## src/rtl/fp_normalize_pack.sv

```systemverilog
// Normalizes a raw add/sub mantissa, rounds, and packs an IEEE 754 half result.
// Latency 2 (zero/flush) or 3 (normal/carry) cycles from accept, plus 1 per extra left-shift step.
// Backpressure: result is held in DONE until out_ready; in_ready is low in every state except IDLE.
//
// Ports:
//   clk, rst_n                  : rising-edge clock, synchronous active-low reset
//   in_valid/in_ready           : operand handshake (sign, 5-bit exp, 14-bit mantissa, sticky)
//   out_valid/out_ready         : result handshake
//   out_result                  : {sign, exp[4:0], frac[9:0]}
//   out_flags                   : {overflow, underflow, zero}
//
// Parameter LZ_STEP (1, 2 or 4) bounds the left shift applied per NORM cycle.
// Macro FP_NORM_RNE_EN selects round-to-nearest-even; undefined means truncate.

module fp_normalize_pack #(
    parameter int LZ_STEP = 1
) (
    input  logic        clk,
    input  logic        rst_n,
    input  logic        in_valid,
    output logic        in_ready,
    input  logic        in_sign,
    input  logic [4:0]  in_exp,
    input  logic [13:0] in_mant,
    input  logic        in_sticky,
    output logic        out_valid,
    input  logic        out_ready,
    output logic [15:0] out_result,
    output logic [2:0]  out_flags
);

    typedef enum logic [1:0] {IDLE, NORM, ROUND, DONE} state_t;

    localparam logic [3:0] STEP = 4'(LZ_STEP);

    state_t      state, state_nxt;
    logic        sign_r, sign_nxt;
    logic [5:0]  exp_r, exp_nxt;      // one spare bit so carry/round increments cannot wrap
    logic [13:0] mant_r, mant_nxt;
    logic        sticky_r, sticky_nxt;
    logic [15:0] result_nxt;
    logic [2:0]  flags_nxt;

    logic [3:0]  lz;
    logic [3:0]  shift_amt;
    logic        round_up;
    logic [11:0] rnd_sum;
    logic [10:0] rnd_mant;
    logic [5:0]  exp_rnd;

    // Leading zeros of mant[12:0], counted from the integer bit down (13 when all zero).
    function automatic logic [3:0] lzc13(input logic [12:0] m);
        logic [3:0] n;
        logic       found;
        n     = 4'd0;
        found = 1'b0;
        for (int i = 12; i >= 0; i--) begin
            if (!found) begin
                if (m[i]) found = 1'b1;
                else      n = n + 4'd1;
            end
        end
        return n;
    endfunction

    always_comb begin
        lz        = lzc13(mant_r[12:0]);
        shift_amt = (lz < STEP) ? lz : STEP;

`ifdef FP_NORM_RNE_EN
        round_up = mant_r[1] && (mant_r[0] || sticky_r || mant_r[2]);
`else
        round_up = 1'b0;
`endif

        rnd_sum = {1'b0, mant_r[12:2]} + {11'b0, round_up};
        // A carry out of the integer bit renormalizes to exactly 1.0 at the next exponent.
        if (rnd_sum[11]) begin
            rnd_mant = 11'h400;
            exp_rnd  = exp_r + 6'd1;
        end else begin
            rnd_mant = rnd_sum[10:0];
            exp_rnd  = exp_r;
        end
    end

    always_comb begin
        state_nxt  = state;
        sign_nxt   = sign_r;
        exp_nxt    = exp_r;
        mant_nxt   = mant_r;
        sticky_nxt = sticky_r;
        result_nxt = out_result;
        flags_nxt  = out_flags;

        case (state)
            IDLE: begin
                if (in_valid) begin
                    sign_nxt   = in_sign;
                    exp_nxt    = {1'b0, in_exp};
                    mant_nxt   = in_mant;
                    sticky_nxt = in_sticky;
                    state_nxt  = NORM;
                end
            end

            NORM: begin
                if (mant_r[13]) begin
                    mant_nxt   = {1'b0, mant_r[13:1]};
                    sticky_nxt = sticky_r | mant_r[0];
                    exp_nxt    = exp_r + 6'd1;
                    state_nxt  = ROUND;
                end else if (mant_r == 14'd0 && !sticky_r) begin
                    result_nxt = {sign_r, 15'h0000};
                    flags_nxt  = 3'b001;
                    state_nxt  = DONE;
                end else if (mant_r[12] && exp_r != 6'd0) begin
                    state_nxt  = ROUND;
                end else if (exp_r == 6'd0 || exp_r <= {2'b00, shift_amt}) begin
                    // No subnormal outputs: anything that would leave exp < 1 flushes to zero.
                    result_nxt = {sign_r, 15'h0000};
                    flags_nxt  = 3'b010;
                    state_nxt  = DONE;
                end else begin
                    mant_nxt   = mant_r << shift_amt;
                    exp_nxt    = exp_r - {2'b00, shift_amt};
                end
            end

            ROUND: begin
                mant_nxt = {1'b0, rnd_mant, 2'b00};
                exp_nxt  = exp_rnd;
                if (exp_rnd >= 6'd31) begin
                    result_nxt = {sign_r, 5'h1F, 10'h000};
                    flags_nxt  = 3'b100;
                end else begin
                    result_nxt = {sign_r, exp_rnd[4:0], rnd_mant[9:0]};
                    flags_nxt  = 3'b000;
                end
                state_nxt = DONE;
            end

            DONE: begin
                if (out_ready) begin
                    flags_nxt = 3'b000;
                    state_nxt = IDLE;
                end
            end

            default: state_nxt = IDLE;
        endcase
    end

    always_ff @(posedge clk) begin
        if (!rst_n) begin
            state      <= IDLE;
            sign_r     <= 1'b0;
            exp_r      <= 6'd0;
            mant_r     <= 14'd0;
            sticky_r   <= 1'b0;
            out_result <= 16'h0000;
            out_flags  <= 3'b000;
        end else begin
            state      <= state_nxt;
            sign_r     <= sign_nxt;
            exp_r      <= exp_nxt;
            mant_r     <= mant_nxt;
            sticky_r   <= sticky_nxt;
            out_result <= result_nxt;
            out_flags  <= flags_nxt;
        end
    end

    assign in_ready  = (state == IDLE);
    assign out_valid = (state == DONE);

endmodule

```

## config.mk

```make
export PLATFORM = sky130hd
export DESIGN_NAME = fp_normalize_pack
export DESIGN_NICKNAME = d
export VERILOG_FILES = /design/src/rtl/fp_normalize_pack.sv
export SDC_FILE = /design/constraint.sdc
export NUM_CORES = 1
export LEC_CHECK = 0
export ABC_AREA = 1
export ABC_CLOCK_PERIOD_IN_PS = 8800
export CORE_MARGIN = 4
export CORE_UTILIZATION = 57
export CTS_CLUSTER_DIAMETER = 50
export CTS_CLUSTER_SIZE = 16
export DETAILED_ROUTE_END_ITERATION = 7
export DONT_BUFFER_PORTS = 1
export PLACE_DENSITY = 0.72
export SLEW_MARGIN = 20
export SYNTH_ARGS = -nofsm -noshare
export SYNTH_HDL_FRONTEND = slang
export SYNTH_SLANG_ARGS = --single-unit
```

## constraint.sdc

```tcl
create_clock -name clk -period 8.8 [get_ports clk]
set_input_delay 1.76 -clock clk [delete_from_list [all_inputs] [get_ports clk]]
set_output_delay 1.76 -clock clk [all_outputs]
set_load 0.01 [all_outputs]
```

After elaboration in Yosys (flattened, before gate mapping)
Cells that the tools add are included.
{"block": "totals", "ff_bits": 43, "input_bits": 25, "out_inout_bits": 21, "elab_cells": 147}
{"block": "classes", "n_addsub": 14, "order_cmp": 3, "n_eq_ne": 13, "shift": 1, "n_mux": 84, "bitwise_logic": 2, "n_reduce_logical": 21}
{"op": "$mux W4", "n": 25}
{"op": "$mux W14", "n": 5}
{"op": "$mux W16", "n": 4}
{"op": "$add A4 B1 Y4 const B", "n": 12}
{"op": "$pmux W14 S3", "n": 1}
{"op": "$pmux W16 S2", "n": 1}
{"op": "$mux W6", "n": 5}
{"op": "$mux W1", "n": 26}
{"op": "$mux W3", "n": 6}
{"op": "$mux W15", "n": 1}
{"op": "$ne A3 B3 Y1 const B", "n": 5}
{"op": "$reduce_and A5 Y1", "n": 3}
{"op": "$logic_not A14 Y1", "n": 1}
{"op": "$shl A14 B4 Y14", "n": 1}
{"op": "$mux W2", "n": 6}
{"op": "$pmux W6 S2", "n": 1}
{"op": "$pmux W3 S3", "n": 1}
{"op": "$pmux W2 S4", "n": 1}
{"op": "$add A6 B1 Y6 const B", "n": 1}
{"op": "$ge A6 B5 Y1 const B", "n": 1}
{"op": "$le A6 B4 Y1", "n": 1}
{"op": "$logic_not A6 Y1", "n": 1}
{"op": "$ne A2 B2 Y1 const B", "n": 3}
{"op": "$reduce_and A3 Y1", "n": 2}
{"op": "19 further kinds", "n": 24}

Logic depth before layout (Yosys ltp)
Gate-level depths: netlist (run 1).
{"block": "depth", "ltp_word": 46, "depth_mapped": 49, "ltp_nobuf": 47}

Least setup slack after synthesis (run 1)
No wires, ideal clock.
{"block": "synth_timing", "path_type": "register to register", "from": "register mant_r[11]", "to": "register mant_r[12]", "setup_time_ns": 0.095, "arrival_ns": 6.711, "slack_ns": 1.994, "stages_incl_launch_ff": 47, "synth_period_minus_slack_ns": 6.806, "cell_sequence": "dfxtp_1 inv_1 a21oi_2 ha_1 inv_1 a21oi_1 ha_1 inv_1 a31oi_1 nand2_1 nand2_1 nand2_1 ha_1 inv_1 o211ai_1 nand2_1 nand2_1 nand2_1 [11 not listed] ha_1 a211o_2 nand2_4 nand3_4 buf_6 ha_1 inv_1 fa_1 a31oi_1 inv_1 nor2_1 or2_2 nor2_2 inv_2 nor2_1 inv_2 clkbuf_8 a221oi_1"}
{"block": "synth_between", "elab_chain_cells": 43}
{"element": "start, declared", "line": "39", "rtl": "logic [13:0] mant_r, mant_nxt;"}
{"element": "start signal, assigned", "line": "167", "rtl": "mant_r <= mant_nxt;"}
{"element": "$mux W4", "line": "59", "rtl": "if (m[i]) found = 1'b1;"}
{"element": "$mux W4", "line": "58", "rtl": "if (!found) begin"}
{"element": "$add A4 B1 Y4", "line": "60", "rtl": "else n = n + 4'd1;"}
{"element": "$mux W4", "line": "59"}
{"element": "$mux W4", "line": "58"}
{"element": "$add A4 B1 Y4", "line": "60"}
{"element": "$mux W4", "line": "59"}
{"element": "$mux W4", "line": "58"}
{"element": "[27 not listed]"}
{"element": "$lt A4 B1 Y1", "line": "68", "rtl": "shift_amt = (lz < STEP) ? lz : STEP;"}
{"element": "$mux W4", "line": "68"}
{"element": "$shl A14 B4 Y14", "line": "125", "rtl": "mant_nxt = mant_r << shift_amt;"}
{"element": "$mux W14", "line": "119", "rtl": "end else if (exp_r == 6'd0 || exp_r <= {2'b00, shift_amt}) begin"}
{"element": "$mux W14", "line": "117", "rtl": "end else if (mant_r[12] && exp_r != 6'd0) begin"}
{"element": "$mux W14", "line": "113", "rtl": "end else if (mant_r == 14'd0 && !sticky_r) begin"}
{"element": "$mux W14", "line": "108", "rtl": "if (mant_r[13]) begin"}
{"element": "$pmux W14 S3", "line": "96", "rtl": "case (state)"}
Parallel ways exist; a longest one is shown, timed or not. The select of a mux whose other input is x is not followed.
A chain may end at the register's enable or synchronous reset.

Worst setup path after layout (run 1)
Same ends and word-level chain as after synthesis.

==> tab_implementation.tex, run 1 <==
\begin{tabular}{lr}
\hline
Metric & Value \\
\hline
\multicolumn{2}{l}{\textbf{Outcome}} \\
\quad Result of the run & finished, final reports clean \\
\multicolumn{2}{l}{\textbf{Place}} \\
\quad Final weighted congestion in routability-driven placement & 0.923 \\
\quad Sum of net half-perimeters after detailed placement & 6980 um \\
\quad Worst slack at placement & 0.855 ns \\
\quad Number of buffer cells added on primary ports & 0 \\
\multicolumn{2}{l}{\textbf{GRT}} \\
\quad Grt total ovfl & 0 \\
\quad First-pass GRT wire length & 14700 um \\
\quad Tot GR Track Use & 0.244 \\
\quad Maximum number of pins on one net before global-route repair & 24 \\
\quad Antenna violations before repair & 0 \\
\quad Number of global-route vias before repair & 3182 \\
\multicolumn{2}{l}{\textbf{Die}} \\
\quad Ports placed on the boundary & 46 \\
\quad Die Y-Extent & 85.8 um \\
\quad Core Footprint & 0.00589 mm\^{}2 \\
\quad Die ar. & 0.00735 mm\^{}2 \\
\quad Initial Util & 0.585 \\
\quad Site row count & 28 \\
\quad Die width & 85.8 um \\
\multicolumn{2}{l}{\textbf{Logic synthesis}} \\
\quad Number of register bits inferred by synthesis & 43 \\
\quad Top post-synthesis cells by area & sky130\_fd\_sc\_hd\_\_dfxtp\_1 25\%, sky130\_fd\_sc\_hd\_\_nand2\_1 15\%, sky130\_fd\_sc\_hd\_\_inv\_1 8.0\% \\
\quad Synthesized area & 0.00345 mm\^{}2 \\
\quad Syn\_area\_per\_cell & 6.48 um\^{}2 \\
\quad Gate count after technology mapping & 532 \\
\quad Post-synth top area share & 0.250 \\
\quad YS warnings & 0 \\
\quad Flip-flop cell with the highest count after synthesis & sky130\_fd\_sc\_hd\_\_dfxtp\_1 \\
\quad Number of enable-type register cells in the synthesized netlist & 0 \\
\quad Number of different library cells in the post-synthesis netlist & 44 \\
\quad Cell accounting for the most synthesized area & sky130\_fd\_sc\_hd\_\_dfxtp\_1 \\
\quad Fraction of synthesis flops using an asynchronous set or reset pin & 0 \\
\quad Sequential element share of the synthesized area & 0.250 \\
\multicolumn{2}{l}{\textbf{Clock network}} \\
\quad Deepest clock path buffer count & 2 \\
\quad Worst-Skew Late Latency & 0.30 ns \\
\quad Clock tree from TritonCTS & done \\
\quad Hold buffer count at CTS & 0 \\
\quad Number of H-tree levels & 2 \\
\quad Total clock sinks & 43 \\
\quad Reg clk slew, reported paths & 0.09 ns \\
\quad TritonCTS buffer count & 5 \\
\quad Post-cts gate resize count & 0 \\
\quad Library cell used as clock root buffer & sky130\_fd\_sc\_hd\_\_clkbuf\_8 \\
\quad Post-CTS repair timing setup buffer count & 0 \\
\multicolumn{2}{l}{\textbf{Finish}} \\
\quad Antenna diode instance count & 0 \\
\quad Final-stage net count & 570 \\
\quad Number of filler cells placed in the layout & 606 \\
\quad Fraction of layout instances using a drive strength above 1 & 0.0837 \\
\quad Layout area overhead & 2.40\% \\
\multicolumn{2}{l}{\textbf{Timing}} \\
\quad Accumulated negative setup slack & 0 ns \\
\quad RSZ-0062 raised after global routing & false \\
\quad Final hold slack & 0.501 ns \\
\quad Setup Skew & 0.00402 ns \\
\quad Post-layout minimum cycle time & 8.08 ns \\
\quad Final hold vios & 0 \\
\quad Fin. max-slew vios & 0 \\
\quad Final critical-path setup slack & 0.721 ns \\
\quad Fmax & 124 MHz \\
\quad Transition time at the pin with the least slew margin & 0.822 ns \\
\quad Headroom to the max-slew limit & 0.450 \\
\quad Finish-stage setup viols & 0 \\
\quad Final Cycle Share & 0.918 \\
\multicolumn{2}{l}{\textbf{Route}} \\
\quad Total wirelength of the detailed-routed design & 8870 um \\
\quad Vias & 3472 \\
\quad Highest metal layer with signal wires & met4 \\
\quad Post-DR vias/cell & 5.78 \\
\quad Count of routing violations after the opening detailed-route iteration & 220 \\
\quad Detailed route wirelength on metal2 & 4310 um \\
\quad Number of remaining DRC errors & 0 \\
\quad Met3 WL & 661 um \\
\quad Post-detailed-route count of antenna-violating nets & 0 \\
\quad First-pass DRT Iterations & 5 \\
\quad DRT met1 WL & 3720 um \\
\quad Avg WL per Cell & 14.8 um \\
\multicolumn{2}{l}{\textbf{Worst setup path}} \\
\quad Cell type with the highest occurrence count on the critical path & sky130\_fd\_sc\_hd\_\_nand2\_1 \\
\quad Count of buffering cells on the critical path with inverters included & 9 \\
\quad Largest fanout on the critical path & 13 \\
\quad Worst EP required & 8.94 ns \\
\quad Maximum cell stage delay along the critical path & 0.52 ns \\
\quad Critical setup path kind & reg2reg \\
\quad Arrival time reported for the critical path endpoint & 8.22 ns \\
\quad Slowest library cell on the worst path & sky130\_fd\_sc\_hd\_\_nor2\_1 \\
\quad Type of element capturing the critical path & register \\
\quad Startpoint Class & register \\
\quad Kind of cell adding the most delay to the critical path & simple AND/OR/NAND/NOR gates \\
\multicolumn{2}{l}{\textbf{Hold path}} \\
\quad Type of the worst min-delay path & reg2reg \\
\multicolumn{2}{l}{\textbf{Run}} \\
\quad Max-capacitance violation count & 0 \\
\hline
\end{tabular}
-- per-layer routing --
| metal | track usage | up-vias |
|---|---|---|
| li1 | - | 1739 |
| met1 | 0.298 | 1586 |
| met2 | 0.429 | 132 |
| met3 | 0.0538 | 15 |
| met4 | 0.0691 | 0 |
| met5 | 0 | - |
-- state kept, by name, summed over array words and instances (netlist names) --
signal,cells
exp_r,6
out_flags,3
sign_r,1
mant_r,14
sticky_r,1
state,2
out_result,16
-- synth_stat cells (4+ instances only) --
master / count
sky130_fd_sc_hd__clkbuf_1: 9
sky130_fd_sc_hd__a21oi_1: 49
sky130_fd_sc_hd__nor3_1: 6
sky130_fd_sc_hd__nand2_2: 6
sky130_fd_sc_hd__nand4_1: 13
sky130_fd_sc_hd__a21oi_2: 4
sky130_fd_sc_hd__a211oi_1: 5
sky130_fd_sc_hd__nand2_4: 5
sky130_fd_sc_hd__nand3_1: 45
sky130_fd_sc_hd__dfxtp_1: 43
sky130_fd_sc_hd__inv_2: 5
sky130_fd_sc_hd__a31oi_1: 5
sky130_fd_sc_hd__inv_1: 73
sky130_fd_sc_hd__o21ai_0: 38
sky130_fd_sc_hd__ha_1: 19
sky130_fd_sc_hd__nor2_1: 28
sky130_fd_sc_hd__nand2_1: 135
-- final cells by class --
cell class | count | area [um^2] | area share
tap | 75 | 93.8 | 0.0266
sequential | 43 | 861 | 0.244
multi-input combinational | 397 | 2190 | 0.620
inverter | 78 | 293 | 0.0830
clock buffer | 5 | 68.8 | 0.0195
clock inverter | 3 | 25.0 | 0.00709
-- layout by cell type (no fill, tap or decap), drive strengths merged, types with 2 or more instances in the layout --
master / count
xor2: 2
dfxtp: 43
a41oi: 2
a221oi: 2
nor3: 6
nand4: 13
o211ai: 3
a31oi: 5
o21ai: 41
a211oi: 5
a21oi: 53
inv: 78
ha: 19
o22ai: 2
nor2: 37
conb: 3
nand3: 48
or2: 2
clkbuf: 5
nand2: 146
clkinv: 2
-- worst paths after layout --
path                                               from                          end  slack [ns]  depth (start not counted)
worst max-delay path            mant_r[11]$_SDFFE_PN0P_      mant_r[12]$_SDFFE_PN0P_        0.72                         45
worst min register to register      sign_r$_SDFFE_PN0P_  out_result[15]$_SDFFE_PN0P_        0.50                          2
worst min-delay path                sign_r$_SDFFE_PN0P_  out_result[15]$_SDFFE_PN0P_        0.50                          2
worst max register to register  mant_r[11]$_SDFFE_PN0P_      mant_r[12]$_SDFFE_PN0P_        0.72                         45
-- metrics by stage --
| stage | instances | area [um^2] | utilization |
|---|---|---|---|
| after floorplan | 534 | 3450 | - |
| after global placement | 593 | 3430 | 0.584 |
| after detailed placement | 593 | 3430 | 0.584 |
| after CTS | 601 | 3530 | 0.599 |
| after global routing | 601 | 3530 | 0.599 |
| final | 601 | 3530 | 0.599 |
-- worst reg2reg max path: cells and delay by family, from the launching register on --
kind,cells,cell delay (ns)
buffers and inverters,9,0.88
adders and majority gates,8,2.23
DFF,1,0.49
and+or+nand+nor,18,2.49
AOI/OAI and AO/OA,10,1.85
-- logic make-up after synthesis --
kind of cell,synth area share
adder cells (fa/ha/maj),0.0748
flip-flops,0.250
buffers and inverters,0.118
other,0.00109
AND/OR/NAND/NOR,0.359
XOR/XNOR,0.00508
AO/OA/AOI/OAI,0.192
Power of run 1 is not shown: default switching activity piles up to over one toggle a cycle in this logic, so the estimate is an artifact.
==> run 2: changes to the inputs <==
--- a/config.mk
+++ b/config.mk
@@ -7,6 +7,7 @@
 export LEC_CHECK = 0
 export ABC_AREA = 1
 export ABC_CLOCK_PERIOD_IN_PS = 8800
+export CAP_MARGIN = 10
 export CORE_MARGIN = 4
 export CORE_UTILIZATION = 57
 export CTS_CLUSTER_DIAMETER = 50
==> results of run 2 <==
Same layout as run 1: the final DEF is identical, and so are final timing and power.
Power of run 2 is left out for the same reason.
==> run 3: changes to the inputs <==
--- a/config.mk
+++ b/config.mk
@@ -14,8 +14,10 @@
 export CTS_CLUSTER_SIZE = 16
 export DETAILED_ROUTE_END_ITERATION = 7
 export DONT_BUFFER_PORTS = 1
+export HOLD_SLACK_MARGIN = 0.08
 export PLACE_DENSITY = 0.72
 export SLEW_MARGIN = 20
 export SYNTH_ARGS = -nofsm -noshare
 export SYNTH_HDL_FRONTEND = slang
 export SYNTH_SLANG_ARGS = --single-unit
+export TNS_END_PERCENT = 30
==> results of run 3 <==
Same layout as run 1: the final DEF is identical, and so are final timing and power.
Power of run 3 is left out for the same reason.
